--- config.mk ---
export PLATFORM = sky130hd
export DESIGN_NAME = uart_cmd_frame_decoder_flat
export DESIGN_NICKNAME = d
export VERILOG_FILES = /design/src/rtl/uart_cmd_frame_decoder_pkg.sv /design/src/rtl/uart_cmd_frame_decoder_if.sv /design/src/rtl/uart_cmd_frame_decoder_timeout.sv /design/src/rtl/uart_cmd_frame_decoder.sv /design/src/flat_wrapper.sv
export SDC_FILE = /design/constraint.sdc
export NUM_CORES = 1
export LEC_CHECK = 0
export ABC_AREA = 1
export CAP_MARGIN = 5
export CORE_ASPECT_RATIO = 0.9
export CORE_MARGIN = 5
export CORE_UTILIZATION = 45
export DETAILED_ROUTE_END_ITERATION = 10
export PLACE_DENSITY = 0.63
export REMOVE_ABC_BUFFERS = 1
export SLEW_MARGIN = 20
export SYNTH_ARGS = -nofsm -noshare
export SYNTH_HDL_FRONTEND = slang
export SYNTH_HIERARCHICAL = 1
export SYNTH_SLANG_ARGS = --single-unit
--- constraint.sdc ---
create_clock -name i_clk -period 13.4 [get_ports i_clk]
set_clock_uncertainty 0.2 [all_clocks]
set_input_delay 1.34 -clock i_clk [delete_from_list [all_inputs] [get_ports i_clk]]
set_output_delay 1.34 -clock i_clk [all_outputs]
set_load 0.1 [all_outputs]
--- src/rtl/uart_cmd_frame_decoder_pkg.sv ---
// Shared constants, state encoding and byte-lookup helpers for the UART command frame decoder.
package uart_cmd_pkg;

  localparam int FRAME_LEN   = 20;
  localparam int PAYLOAD_LEN = 10;

  localparam logic [7:0] HDR0  = 8'hAA;
  localparam logic [7:0] HDR1  = 8'h55;
  localparam logic [7:0] HDR2  = 8'hA5;
  localparam logic [7:0] HDR3  = 8'h5A;
  localparam logic [7:0] TAIL0 = 8'hCC;
  localparam logic [7:0] TAIL1 = 8'h33;
  localparam logic [7:0] TAIL2 = 8'hC3;
  localparam logic [7:0] TAIL3 = 8'h3C;

  localparam logic [2:0] ERR_SUM     = 3'd1;
  localparam logic [2:0] ERR_CH      = 3'd2;
  localparam logic [2:0] ERR_TAIL    = 3'd3;
  localparam logic [2:0] ERR_TIMEOUT = 3'd4;
  localparam logic [2:0] ERR_PARAM   = 3'd5;

  typedef enum logic [2:0] {
    ST_HUNT,
    ST_CH,
    ST_PAYLOAD,
    ST_SUM,
    ST_TAIL
  } state_e;

  function automatic logic [7:0] hdr_byte(input logic [1:0] idx);
    case (idx)
      2'd0:    return HDR0;
      2'd1:    return HDR1;
      2'd2:    return HDR2;
      default: return HDR3;
    endcase
  endfunction

  function automatic logic [7:0] tail_byte(input logic [1:0] idx);
    case (idx)
      2'd0:    return TAIL0;
      2'd1:    return TAIL1;
      2'd2:    return TAIL2;
      default: return TAIL3;
    endcase
  endfunction

endpackage

--- src/rtl/uart_cmd_frame_decoder_if.sv ---
// Byte-stream input and command/error output bundle of the frame decoder.
interface uart_cmd_frame_decoder_if;
  logic        i_rx_en;
  logic [7:0]  i_rx_data;
  logic        o_cmd_valid;
  logic [7:0]  o_cmd_ch;
  logic [31:0] o_period;
  logic [31:0] o_high;
  logic [15:0] o_num;
  logic        o_err_valid;
  logic [2:0]  o_err_code;

  modport slave (
    input  i_rx_en, i_rx_data,
    output o_cmd_valid, o_cmd_ch, o_period, o_high, o_num, o_err_valid, o_err_code
  );

  modport master (
    output i_rx_en, i_rx_data,
    input  o_cmd_valid, o_cmd_ch, o_period, o_high, o_num, o_err_valid, o_err_code
  );
endinterface

--- src/rtl/uart_cmd_frame_decoder_timeout.sv ---
// Inter-byte watchdog: counts enabled cycles since the last clear, pulses once on expiry.
module uart_cmd_timeout #(
  parameter int TIMEOUT_CYC = 50000,
  parameter int CNT_W       = 16
) (
  input  logic i_clk,
  input  logic i_rst_n,
  input  logic i_clr,
  input  logic i_en,
  output logic o_expire
);

  localparam logic [CNT_W-1:0] LIM = CNT_W'(TIMEOUT_CYC - 1);

  logic [CNT_W-1:0] cnt_q, cnt_d;

  // A clear in the same cycle suppresses expiry so an arriving byte always wins.
  assign o_expire = i_en && !i_clr && (cnt_q == LIM);

  always_comb begin
    cnt_d = cnt_q;
    if (i_clr || o_expire) cnt_d = '0;
    else if (i_en)         cnt_d = cnt_q + 1'b1;
  end

  always_ff @(posedge i_clk or posedge i_rst_n) begin
    if (i_rst_n) cnt_q <= '0;
    else         cnt_q <= cnt_d;
  end

endmodule

--- src/rtl/uart_cmd_frame_decoder.sv ---
// Parses AA55A55A-framed PWM/beep commands from a UART byte stream into registered
// command or error strobes.
module uart_cmd_frame_decoder
  import uart_cmd_pkg::*;
#(
  parameter int CH_NUM      = 4,
  parameter int TIMEOUT_CYC = 50000,
  parameter int CNT_W       = 16
) (
  input  logic                     i_clk,
  input  logic                     i_rst_n,
  uart_cmd_frame_decoder_if.slave  bus
);

  localparam logic [8:0] CH_LIM = 9'(CH_NUM);

  state_e      state_q, state_d;
  logic [3:0]  idx_q, idx_d;
  logic [7:0]  ch_q, ch_d;
  logic [7:0]  acc_q, acc_d;
  logic [79:0] shadow_q, shadow_d;
  logic        sum_ok_q, sum_ok_d;
  logic        cmd_valid_q, cmd_valid_d;
  logic [7:0]  cmd_ch_q, cmd_ch_d;
  logic [31:0] period_q, period_d;
  logic [31:0] high_q, high_d;
  logic [15:0] num_q, num_d;
  logic        err_valid_q, err_valid_d;
  logic [2:0]  err_code_q, err_code_d;

  logic [7:0]  rx;
  logic [31:0] sh_period, sh_high;
  logic [15:0] sh_num;
  logic        ch_bad, param_bad, tmo_en, tmo_expire;

  assign rx        = bus.i_rx_data;
  // Payload is shifted in MSB-first as one 80-bit word: period, high, num.
  assign sh_period = shadow_q[79:48];
  assign sh_high   = shadow_q[47:16];
  assign sh_num    = shadow_q[15:0];
  assign ch_bad    = {1'b0, ch_q} >= CH_LIM;
  assign param_bad = (sh_period == 32'd0) || (sh_high > sh_period);
  assign tmo_en    = !((state_q == ST_HUNT) && (idx_q == 4'd0));

  uart_cmd_timeout #(
    .TIMEOUT_CYC (TIMEOUT_CYC),
    .CNT_W       (CNT_W)
  ) u_tmo (
    .i_clk    (i_clk),
    .i_rst_n  (i_rst_n),
    .i_clr    (bus.i_rx_en),
    .i_en     (tmo_en),
    .o_expire (tmo_expire)
  );

  always_comb begin
    state_d     = state_q;
    idx_d       = idx_q;
    ch_d        = ch_q;
    acc_d       = acc_q;
    shadow_d    = shadow_q;
    sum_ok_d    = sum_ok_q;
    cmd_valid_d = 1'b0;
    cmd_ch_d    = cmd_ch_q;
    period_d    = period_q;
    high_d      = high_q;
    num_d       = num_q;
    err_valid_d = 1'b0;
    err_code_d  = err_code_q;

    if (bus.i_rx_en) begin
      unique case (state_q)
        ST_HUNT: begin
          if (rx == hdr_byte(idx_q[1:0])) begin
            if (idx_q == 4'd3) begin
              state_d = ST_CH;
              idx_d   = 4'd0;
            end else begin
              idx_d = idx_q + 4'd1;
            end
          end else begin
            idx_d = (rx == HDR0) ? 4'd1 : 4'd0;
          end
        end
        ST_CH: begin
          ch_d    = rx;
          acc_d   = rx;
          state_d = ST_PAYLOAD;
          idx_d   = 4'd0;
        end
        ST_PAYLOAD: begin
          shadow_d = {shadow_q[71:0], rx};
          acc_d    = acc_q + rx;
          if (idx_q == 4'(PAYLOAD_LEN - 1)) begin
            state_d = ST_SUM;
            idx_d   = 4'd0;
          end else begin
            idx_d = idx_q + 4'd1;
          end
        end
        ST_SUM: begin
          sum_ok_d = (rx == acc_q);
          state_d  = ST_TAIL;
          idx_d    = 4'd0;
        end
        ST_TAIL: begin
          if (rx != tail_byte(idx_q[1:0])) begin
            // The bad tail byte doubles as a possible header start.
            err_valid_d = 1'b1;
            err_code_d  = ERR_TAIL;
            state_d     = ST_HUNT;
            idx_d       = (rx == HDR0) ? 4'd1 : 4'd0;
          end else if (idx_q == 4'd3) begin
            state_d = ST_HUNT;
            idx_d   = 4'd0;
            if (!sum_ok_q) begin
              err_valid_d = 1'b1;
              err_code_d  = ERR_SUM;
            end else if (ch_bad) begin
              err_valid_d = 1'b1;
              err_code_d  = ERR_CH;
            end else if (param_bad) begin
              err_valid_d = 1'b1;
              err_code_d  = ERR_PARAM;
            end else begin
              cmd_valid_d = 1'b1;
              cmd_ch_d    = ch_q;
              period_d    = sh_period;
              high_d      = sh_high;
              num_d       = sh_num;
            end
          end else begin
            idx_d = idx_q + 4'd1;
          end
        end
        default: begin
          state_d = ST_HUNT;
          idx_d   = 4'd0;
        end
      endcase
    end else if (tmo_expire) begin
      err_valid_d = 1'b1;
      err_code_d  = ERR_TIMEOUT;
      state_d     = ST_HUNT;
      idx_d       = 4'd0;
    end
  end

  always_ff @(posedge i_clk or posedge i_rst_n) begin
    if (i_rst_n) begin
      state_q     <= ST_HUNT;
      idx_q       <= 4'd0;
      ch_q        <= 8'd0;
      acc_q       <= 8'd0;
      shadow_q    <= 80'd0;
      sum_ok_q    <= 1'b0;
      cmd_valid_q <= 1'b0;
      cmd_ch_q    <= 8'd0;
      period_q    <= 32'd0;
      high_q      <= 32'd0;
      num_q       <= 16'd0;
      err_valid_q <= 1'b0;
      err_code_q  <= 3'd0;
    end else begin
      state_q     <= state_d;
      idx_q       <= idx_d;
      ch_q        <= ch_d;
      acc_q       <= acc_d;
      shadow_q    <= shadow_d;
      sum_ok_q    <= sum_ok_d;
      cmd_valid_q <= cmd_valid_d;
      cmd_ch_q    <= cmd_ch_d;
      period_q    <= period_d;
      high_q      <= high_d;
      num_q       <= num_d;
      err_valid_q <= err_valid_d;
      err_code_q  <= err_code_d;
    end
  end

  assign bus.o_cmd_valid = cmd_valid_q;
  assign bus.o_cmd_ch    = cmd_ch_q;
  assign bus.o_period    = period_q;
  assign bus.o_high      = high_q;
  assign bus.o_num       = num_q;
  assign bus.o_err_valid = err_valid_q;
  assign bus.o_err_code  = err_code_q;

endmodule

--- src/flat_wrapper.sv ---
// flat-port wrapper written by rule: the top's interface ports become plain ports
module uart_cmd_frame_decoder_flat import uart_cmd_pkg::*;
#(
  parameter int CH_NUM      = 4,
  parameter int TIMEOUT_CYC = 50000,
  parameter int CNT_W       = 16
)
  (i_clk, i_rst_n, bus_i_rx_en, bus_i_rx_data, bus_o_cmd_valid, bus_o_cmd_ch, bus_o_period, bus_o_high, bus_o_num, bus_o_err_valid, bus_o_err_code);
  uart_cmd_frame_decoder_if bus_i ();
  input  logic i_clk;
  input  logic i_rst_n;
  input wire logic [$bits(bus_i.i_rx_en)-1:0] bus_i_rx_en;
  input wire logic [$bits(bus_i.i_rx_data)-1:0] bus_i_rx_data;
  output wire logic [$bits(bus_i.o_cmd_valid)-1:0] bus_o_cmd_valid;
  output wire logic [$bits(bus_i.o_cmd_ch)-1:0] bus_o_cmd_ch;
  output wire logic [$bits(bus_i.o_period)-1:0] bus_o_period;
  output wire logic [$bits(bus_i.o_high)-1:0] bus_o_high;
  output wire logic [$bits(bus_i.o_num)-1:0] bus_o_num;
  output wire logic [$bits(bus_i.o_err_valid)-1:0] bus_o_err_valid;
  output wire logic [$bits(bus_i.o_err_code)-1:0] bus_o_err_code;
  assign bus_i.i_rx_en = bus_i_rx_en;
  assign bus_i.i_rx_data = bus_i_rx_data;
  assign bus_o_cmd_valid = bus_i.o_cmd_valid;
  assign bus_o_cmd_ch = bus_i.o_cmd_ch;
  assign bus_o_period = bus_i.o_period;
  assign bus_o_high = bus_i.o_high;
  assign bus_o_num = bus_i.o_num;
  assign bus_o_err_valid = bus_i.o_err_valid;
  assign bus_o_err_code = bus_i.o_err_code;
  uart_cmd_frame_decoder #(.CH_NUM(CH_NUM), .TIMEOUT_CYC(TIMEOUT_CYC), .CNT_W(CNT_W)) u_core (.i_clk(i_clk), .i_rst_n(i_rst_n), .bus(bus_i));
endmodule
# Word level (Yosys, flattened, before mapping)
# Index checks and enable logic that the tools add are counted.
[totals]
output_inout_bits = 93
ram_bits = 0
rom_bits = 0
inputBits = 11
mem_count = 0
latchBits = 0
reg_bits = 213
wordCells = 111
[op_classes]
n_mul = 0
div_mod_pow = 0
n_eq_ne = 21
n_addsub = 3
order_cmp = 2
n_mux = 48
n_reduce_logical = 20
bitwise = 3
shift = 0
[ops]
columns = ["cell", "n"]
rows = [
  ["one-hot mux 8 bit (3 select lines)", 2],
  ["2-to-1 mux 3 bit", 15],
  ["> comparator 32 bit", 1],
  ["logical NOT 32 bit", 1],
  ["2-to-1 mux 16 bit", 2],
  ["2-to-1 mux 8 bit", 4],
  ["2-to-1 mux 4 bit", 6],
  ["adder 16 x 1 -> 16 bit, second input constant", 1],
  ["equality test 16 bit, second input constant", 1],
  ["equality test 8 bit", 2],
  ["2-to-1 mux 1 bit", 16],
  ["one-hot mux 8 bit (2 select lines)", 1],
  ["one-hot mux 3 bit (5 select lines)", 1],
  ["one-hot mux 4 bit (3 select lines)", 1],
  ["adder 8 bit", 1],
  ["equality test 8 bit, second input constant", 1],
  ["greater-or-equal comparator 8 x 3 -> 1 bit, second input constant", 1],
  ["!= test 8 bit", 1],
  ["AND reduction 2 bit", 4],
  ["AND reduction 7 bit", 1],
  ["equality test 3 x 2 -> 1 bit, second input constant", 2],
  ["!= test 3 bit, second input constant", 2],
  ["!= test 5 bit, second input constant", 1],
  ["AND reduction 5 bit", 1],
  ["other kinds (21)", 28],
]

# Depth between registers and ports, before layout
# Gate-level depths: netlist (run 1).
[logic_depth]
depth_word = 9
mapped_depth = 19
ltp_nobuf = 18

# Modules after synthesis
# Netlist (run 1), hierarchy kept.
[modules_own_cells]
columns = ["module", "cells_per_inst", "seq_area_each_um2", "area_per_inst_um2", "instances"]
rows = [
  ["uart_cmd_frame_decoder", 1112, 4929.7, 9386.5, 1],
  ["uart_cmd_timeout", 152, 400.4, 1051.0, 1],
]

# Worst setup path after synthesis (run 1)
# No wires, ideal clock.
[synth_path]
path_type = "input -> register"
start = "input port bus_i_rx_data[0]"
end = "register u_core.acc_q[6]"
path_stages = 12
arrival_time_ps = 2575
setup_time_ps = 83
setup_slack_ps = 10542
n_path_buf = 0
t_required_ps = 13117
path_cell_list = "ha_1 > inv_1 > fa_1 > inv_1 > nand3_1 > nand2_1 > nand2_1 > nand2_1 > a21oi_1 > o21ai_0 > a21oi_1 > o21ai_0"
[synth_between]
elab_chain_cells = 2
[synth_lines]
columns = ["element", "line", "text"]
rows = [
  ["start, declared", "flat_wrapper.sv:13", "input wire logic [$bits(bus_i.i_rx_data)-1:0] bus_i_rx_data;"],
  ["adder 8 bit", "uart_cmd_frame_decoder.sv:93", "acc_d = acc_q + rx;"],
  ["one-hot mux 8 bit (2 select lines)", "uart_cmd_frame_decoder.sv:72", "unique case (state_q)"],
  ["end signal, assigned", "uart_cmd_frame_decoder.sv:154", "acc_q <= 8'd0;"],
  ["end signal, assigned", "uart_cmd_frame_decoder.sv:168", "acc_q <= acc_d;"],
  ["end, declared", "uart_cmd_frame_decoder.sv:20", "logic [7:0] acc_q, acc_d;"],
]
# No other way between the ends.
# A chain may end at the register's enable or synchronous reset.

# Worst setup path in the final report (run 1)
[layout_path]
start = "input port bus_i_rx_data[2]"
end = "register u_core.period_q[24] (netlist: u_core/bus.o_period[24])"
[layout_between]
elab_chain_cells = 3
[layout_lines]
columns = ["element", "line", "text"]
rows = [
  ["!= test 8 bit", "uart_cmd_frame_decoder.sv:107", "if (rx != tail_byte(idx_q[1:0])) begin"],
  ["inverter 1 bit (no source line)", "n/a", ""],
  ["AND reduction 7 bit (no source line)", "n/a", ""],
  ["end signal, assigned", "uart_cmd_frame_decoder.sv:173", "period_q <= period_d;"],
  ["end, declared", "uart_cmd_frame_decoder.sv:25", "logic [31:0] period_q, period_d;"],
]
# No other way between the ends.

==> results of run 1 <==
[Yosys cell counts (2+ instances only)]
cell	count
nand2_1	452
dfrtp_1	213
inv_1	111
nand4_1	104
o21ai_0	90
nor2_1	74
ha_1	44
nand3_1	33
a21oi_1	24
buf_2	23
clkbuf_1	20
xor2_1	12
buf_4	8
buf_1	6
nor3_1	6
o21bai_1	6
o211ai_1	5
xnor2_1	4
a31oi_1	3
buf_6	3
a21o_1	2
nand2_2	2
nand3_2	2
nand3b_1	2
nor2_2	2
nor2_4	2
nor4_1	2
[kinds of logic (layout without fill, tap and decap cells)]
family	after synthesis	after routing	synth area share (%)
simple gates	684	684	28.3
buf+inv	173	265	7.00
fa+ha+maj	45	45	5.47
flops	213	213	51.1
xor+xnor	16	16	1.34
compound gates	133	133	6.82
[layout make-up]
type | count | area [sq um]
sequential | 213 | 5330
tap | 297 | 372
multi-input combinational | 878 | 4400
inverter | 113 | 432
clock inverter | 13 | 149
timing repair buffer | 111 | 1100
fill | 2145 | 10200
clock buffer | 28 | 624
[per-layer routing]
metal	global-route usage, %	up-vias	share of wire, %
li1	-	4271	-
met1	26.1	4044	47
met2	30.6	174	46
met3	3.14	45	4.5
met4	4.41	0	2.3
met5	0	-	0
[power by group through the flow]
stage	clock network [mW]	registers, mW	logic (mW)
global route	0.689	0.913	0.684
detailed placement	0	0.904	0.580
floorplan	0	0.885	0.429
CTS	0.663	0.894	0.582
global placement	0	0.904	0.563
finish	0.647	0.896	0.577
[registers in the layout, indices dropped and copies added, names as in the netlist]
name	cells
u_core/bus.o_cmd_valid	1
u_core/bus.o_cmd_ch	8
u_core/bus.o_num	16
u_core/sum_ok_q	1
u_core/u_tmo/cnt_q	16
u_core/shadow_q	80
u_core/idx_q	4
u_core/bus.o_high	32
u_core/ch_q	8
u_core/acc_q	8
u_core/bus.o_period	32
u_core/bus.o_err_code	3
u_core/state_q	3
u_core/bus.o_err_valid	1
[worst paths after layout]
| path | start | end | cells past startpoint | slack [ps] |
|---|---|---|---|---|
| worst max-delay path | bus_i_rx_data[2] | u_core/bus.o_period[24] | 11 | 8910 |
| worst min-delay path | u_core/bus.o_cmd_ch[4] | u_core/bus.o_cmd_ch[4] | 2 | 270 |
| worst max register to register | u_core/idx_q[1] | u_core/bus.o_period[24] | 12 | 9450 |
| worst min register to register | u_core/bus.o_cmd_ch[4] | u_core/bus.o_cmd_ch[4] | 2 | 270 |
| max in group asynchronous | i_rst_n | u_core/shadow_q[61] | 4 | 10480 |
| min in group asynchronous | i_rst_n | u_core/u_tmo/cnt_q[7] | 2 | 1190 |
[stage by stage]
step	setup WS [ps]	hold WS, ps	area [sq um]	power (mW)
floorplan	6030	242	10100	1.31
global placement	8430	249	11600	1.47
detailed placement	8370	258	11600	1.48
CTS	8910	271	12400	2.14
global route	8590	285	12400	2.29
finish	8910	265	12400	2.12
[critical path, stage by stage]
cell	delay, ps
clkdlybuf4s50_1	650
xor2_1	230
o211ai_1	120
nor2_1	100
nand2_1	170
nor2_4	110
buf_4	650
nand4_4	510
buf_4	490
nand2_1	160
nand2_1	60
==> metrics, run 1 <==
H-tree Lvls 1; Synth Flop Type dfrtp_1; Critical Path RT between 10000 and 15000 ps; Congestion Overflow GR 0; crit-path max FO 84; vias in the first global route approximately 8400; max-cap violation count 0; synth-to-layout area growth 18.9%; Leakage 6.21 nW; CTS tree built; remaining antenna violation count 0; Util after Layout 54.8%; Crit Path Category input port to flop; gpl congestion 0.831; cts repair resizes 0; Final Hold Viols 0; maximum vdd ir drop 87.7 uV; DR vias 8534; setup bufs post-CTS 0; core area 22600 sq um; Peak Freq between 0.2 and 0.25 GHz; # diodes 0; PortBufs 103; P per Cell Area 171 nW/um^2; die width 171 microns; clk buf depth 3; Flop pwr share between 40% and 50%; Setup-failing EPs final 0; Final Routed Wirelength roughly 25000 microns; Tmin final about 4500 ps; HPWL after DPL 16400 microns; nets@finish 1396; Routed WL per cell 14.8 microns; period utilization 33.5%; Worst EP arrival 4680 ps; synthesized area per cell 8.26 sq um; # IOs 104; root buffer cell clkbuf_16; Finished Layout Cells 1653; cells after synthesis 1264; die footprint approximately 26000 sq um; warnings from Yosys 6; first-pass GRT wire length 41500 microns; HP Class flop to flop; clock network fraction of total power 30.5%; initial antenna violation count 0; commonest non-fill, non-tap cell in the layout nand2_1; Die Height 154 microns; # DRC 0; cell-internal power 1.37 mW; Placed Instances 1611; relative slew slack 29.4%; Cell Area, Synth 10400 sq um; hold buffers post-CTS 0; worst-skew pair later-pin latency 500 ps; clk sink count 213; Synth area leaders dfrtp_1 (51%), nand2_1 (16%), nand4_1 (6.2%), ha_1 (5.3%), o21ai_0 (4.3%); layout cell share with drive strength beyond 1 4.72%; kind of start point of the critical path input port; switching part of the total roughly 35%; outcome finished, final reports clean; initial core utilization 46.1%; Cell Rows 52; Total Routing Usage GR 18.7%; Worst-path clk slew about 60 ps; Logic pwr share between 20 and 30%; Async SR Flop Fraction 100%; Psw 0.751 mW; Final Max Slew Viols 0; Synth top area share 51.1%; Worst Max-Slew Pin Slew 1060 ps; Post-synth EDFFs 0; 1st-pass router iterations 5; synthesized flop and latch total 213; Crit. End Element flop; most frequent cells in the layout nand2_1 (452), dfrtp_1 (213), inv_1 (110); RSZ-0062 raised after global routing no; post-DR vias/cell 5.16; post-synthesis sequential area ratio 51.1%; Unique masters post-synth 36; dominant cell type by area after synthesis dfrtp_1; setup_tns 0 ps; DRT iter0 DRCs 484; TritonCTS buffer count 23; largest net degree at the start of global routing 121
Note: power is estimated with default switching activity, not from simulation.
==> run 2: changes to the inputs <==
PLACE_DENSITY = 0.66   (was 0.63)
clock period = 4 ns   (was 13.4 ns; I/O delays follow)
==> run 2 against run 1 <==
Utilization grew 0.81 points. Sequential share of layout area is 0.63 points lower. Largest power group unchanged. Flip-flop and latch count is the same. Register-to-register slack worse by 8700 ps. Combinational power grew to 3.4 times the previous value. Via count is 0.81% higher.
==> metrics, run 2 (synthesized netlist as in run 1, its figures left out) <==
outcome finished, final reports clean (unchanged); Fin Hold WS 232 ps (was 265 ps); slowest cell on the critical path buf_4 (was clkdlybuf4s50_1); remaining antenna violation count 0 (unchanged); Final Hold Viols 0 (unchanged); fin area 12600 sq um (was 12400 sq um); TritonCTS buffer count 24 (was 23); FF-to-FF setup slack 760 ps (was 9450 ps); relative slew slack 31.2% (was 29.4%); # diodes 0 (unchanged); crit-path max FO 83 (was 84); most frequent cells in the layout nand2_1 (452), dfrtp_1 (213), inv_1 (110) (unchanged); Top cell by count, worst path nand2_1 (unchanged); die width 171 microns (unchanged); critical path, cell by cell inv_1, ha_1, xor2_1, o211ai_1, nor2_1, nand2_1, nor2_4, buf_4, nand3_1, nand2_1, nand2_1, nand2_1 (was clkdlybuf4s50_1, xor2_1, o211ai_1, nor2_1, nand2_1, nor2_4, buf_4, nand4_4, buf_4, nand2_1, nand2_1); period utilization 81.1%; clk sink count 213 (unchanged); RSZ-0062 raised after global routing no (unchanged); die footprint 26300 sq um (unchanged); worst-skew pair later-pin latency 530 ps (was 500 ps); Tmin final approximately 3200 ps; layout cell share with drive strength beyond 1 5.27% (was 4.72%); Critical Path RT 4260 ps (was 13580 ps); Worst Max-Slew Pin Slew 1030 ps (was 1060 ps); placed cell area 11700 sq um (was 11600 sq um); root buffer cell clkbuf_16 (unchanged); Place WS 655 ps (was 8370 ps); largest net degree at the start of global routing 107 (was 121); maximum vdd ir drop 361 uV (was 87.7 uV); Cell Rows 52 (unchanged); 1st-pass router iterations 5 (unchanged); gpl congestion 0.870 (was 0.831); worst reg-to-reg path cell count 12 (unchanged); Die Height 154 microns (unchanged); Worst EP arrival 3510 ps (was 4680 ps); HPWL after DPL 16700 microns (was 16400 microns); HP Class input port to async pin (was flop to flop); Setup-failing EPs final 0 (unchanged); setup bufs post-CTS 0 (unchanged); Peak Freq 0.308 GHz; largest delay contributor family on the critical path simple AND/OR/NAND/NOR gates (was buffers and inverters); Congestion Overflow GR 0 (unchanged); hold buffers post-CTS 0 (unchanged); # IOs 104 (unchanged); DR vias 8603 (was 8534); max-cap violation count 0 (unchanged); kind of start point of the critical path flop (was input port); initial antenna violation count 0 (unchanged); clk buf depth 3 (unchanged); synth-to-layout area growth 20.7% (was 18.9%); Crit. End Element flop (unchanged); Routed WL per cell 14.9 microns (was 14.8 microns); Worst-path clk slew 60 ps (about the same); Final Max Slew Viols 0 (unchanged); initial core utilization 46.1% (unchanged); Total Routing Usage GR 18.8% (was 18.7%); H-tree Lvls 1 (unchanged); Util after Layout 55.6% (was 54.8%); # DRC 0 (unchanged); first-pass GRT wire length 41600 microns (was 41500 microns); cts repair resizes 0 (unchanged); DRT iter0 DRCs 585 (was 484); P per Cell Area 591 nW/um^2 (was 171 nW/um^2); Reg2Reg Launch Point u_core/idx_q[0] (was u_core/idx_q[1]); CTS tree built (unchanged); max incr delay on CP 670 ps (was 650 ps); worst r2r dst u_core/bus.o_err_code[0] (was u_core/bus.o_period[24]); Crit Path Category flop to flop (was input port to flop); core area 22600 sq um (unchanged); Worst Path Buf+Inv 2 (was 3); PortBufs 103 (unchanged); post-DR vias/cell 5.17 (was 5.16); commonest non-fill, non-tap cell in the layout nand2_1 (unchanged); largest reg by FF count u_core/shadow_q (unchanged); Leakage 6.29 nW (was 6.21 nW); PnR worst setup slack 757 ps (was 8910 ps); max reg flops 80 (unchanged); final total power 7.45 mW (was 2.12 mW); nets@finish 1404 (was 1396); vias in the first global route 8317 (was 8435); Final Routed Wirelength 24700 microns (was 24500 microns)
[run 2: worst max-delay path by stage]
| stage | endpoint | slack, ps | cells after the start | startpoint |
|---|---|---|---|---|
| after global placement | u_core/bus.o_err_code[1] | 750 | 11 | bus_i_rx_data[2] |
| after CTS | u_core/bus.o_err_code[2] | 780 | 12 | u_core/idx_q[0] |
| after floorplan | u_core/shadow_q[17] | -2630 | 6 | u_core/state_q[1] |
| after global routing | u_core/bus.o_err_code[0] | 470 | 12 | u_core/idx_q[0] |
| final | u_core/bus.o_err_code[0] | 760 | 12 | u_core/idx_q[0] |
| after detailed placement | u_core/bus.o_err_code[2] | 660 | 11 | bus_i_rx_data[2] |
[run 2: layer usage]
metal	track usage, %	vias up	wire, microns	part of all wire [%]
met5	0	-	0	0
met4	3.65	0	446	1.8
met3	2.65	43	1150	4.7
met2	30.6	182	11600	47
met1	27.1	4084	11600	47
li1	-	4294	-	-
[run 2: metrics by stage]
| stage | TNS, ps | cells |
|---|---|---|
| global route | 0 | 1663 |
| CTS | 0 | 1663 |
| detailed placement | 0 | 1619 |
| finish | 0 | 1663 |
| floorplan | -610950 | 1204 |
| global placement | 0 | 1619 |
[run 2: layout make-up]
class,instances,area (sq um)
Fill cell,2163,10000
Sequential cell,213,5330
Multi-Input combinational cell,878,4400
Timing Repair Buffer,118,1170
Clock buffer,30,653
Inverter,113,432
Tap cell,297,372
Clock inverter,14,239
[run 2: report_power, final]
| group | total (mW) | switching, mW | internal, mW |
|---|---|---|---|
| registers | 3.00 | 0.401 | 2.60 |
| clock network | 2.46 | 0.907 | 1.55 |
| logic | 1.99 | 1.29 | 0.702 |
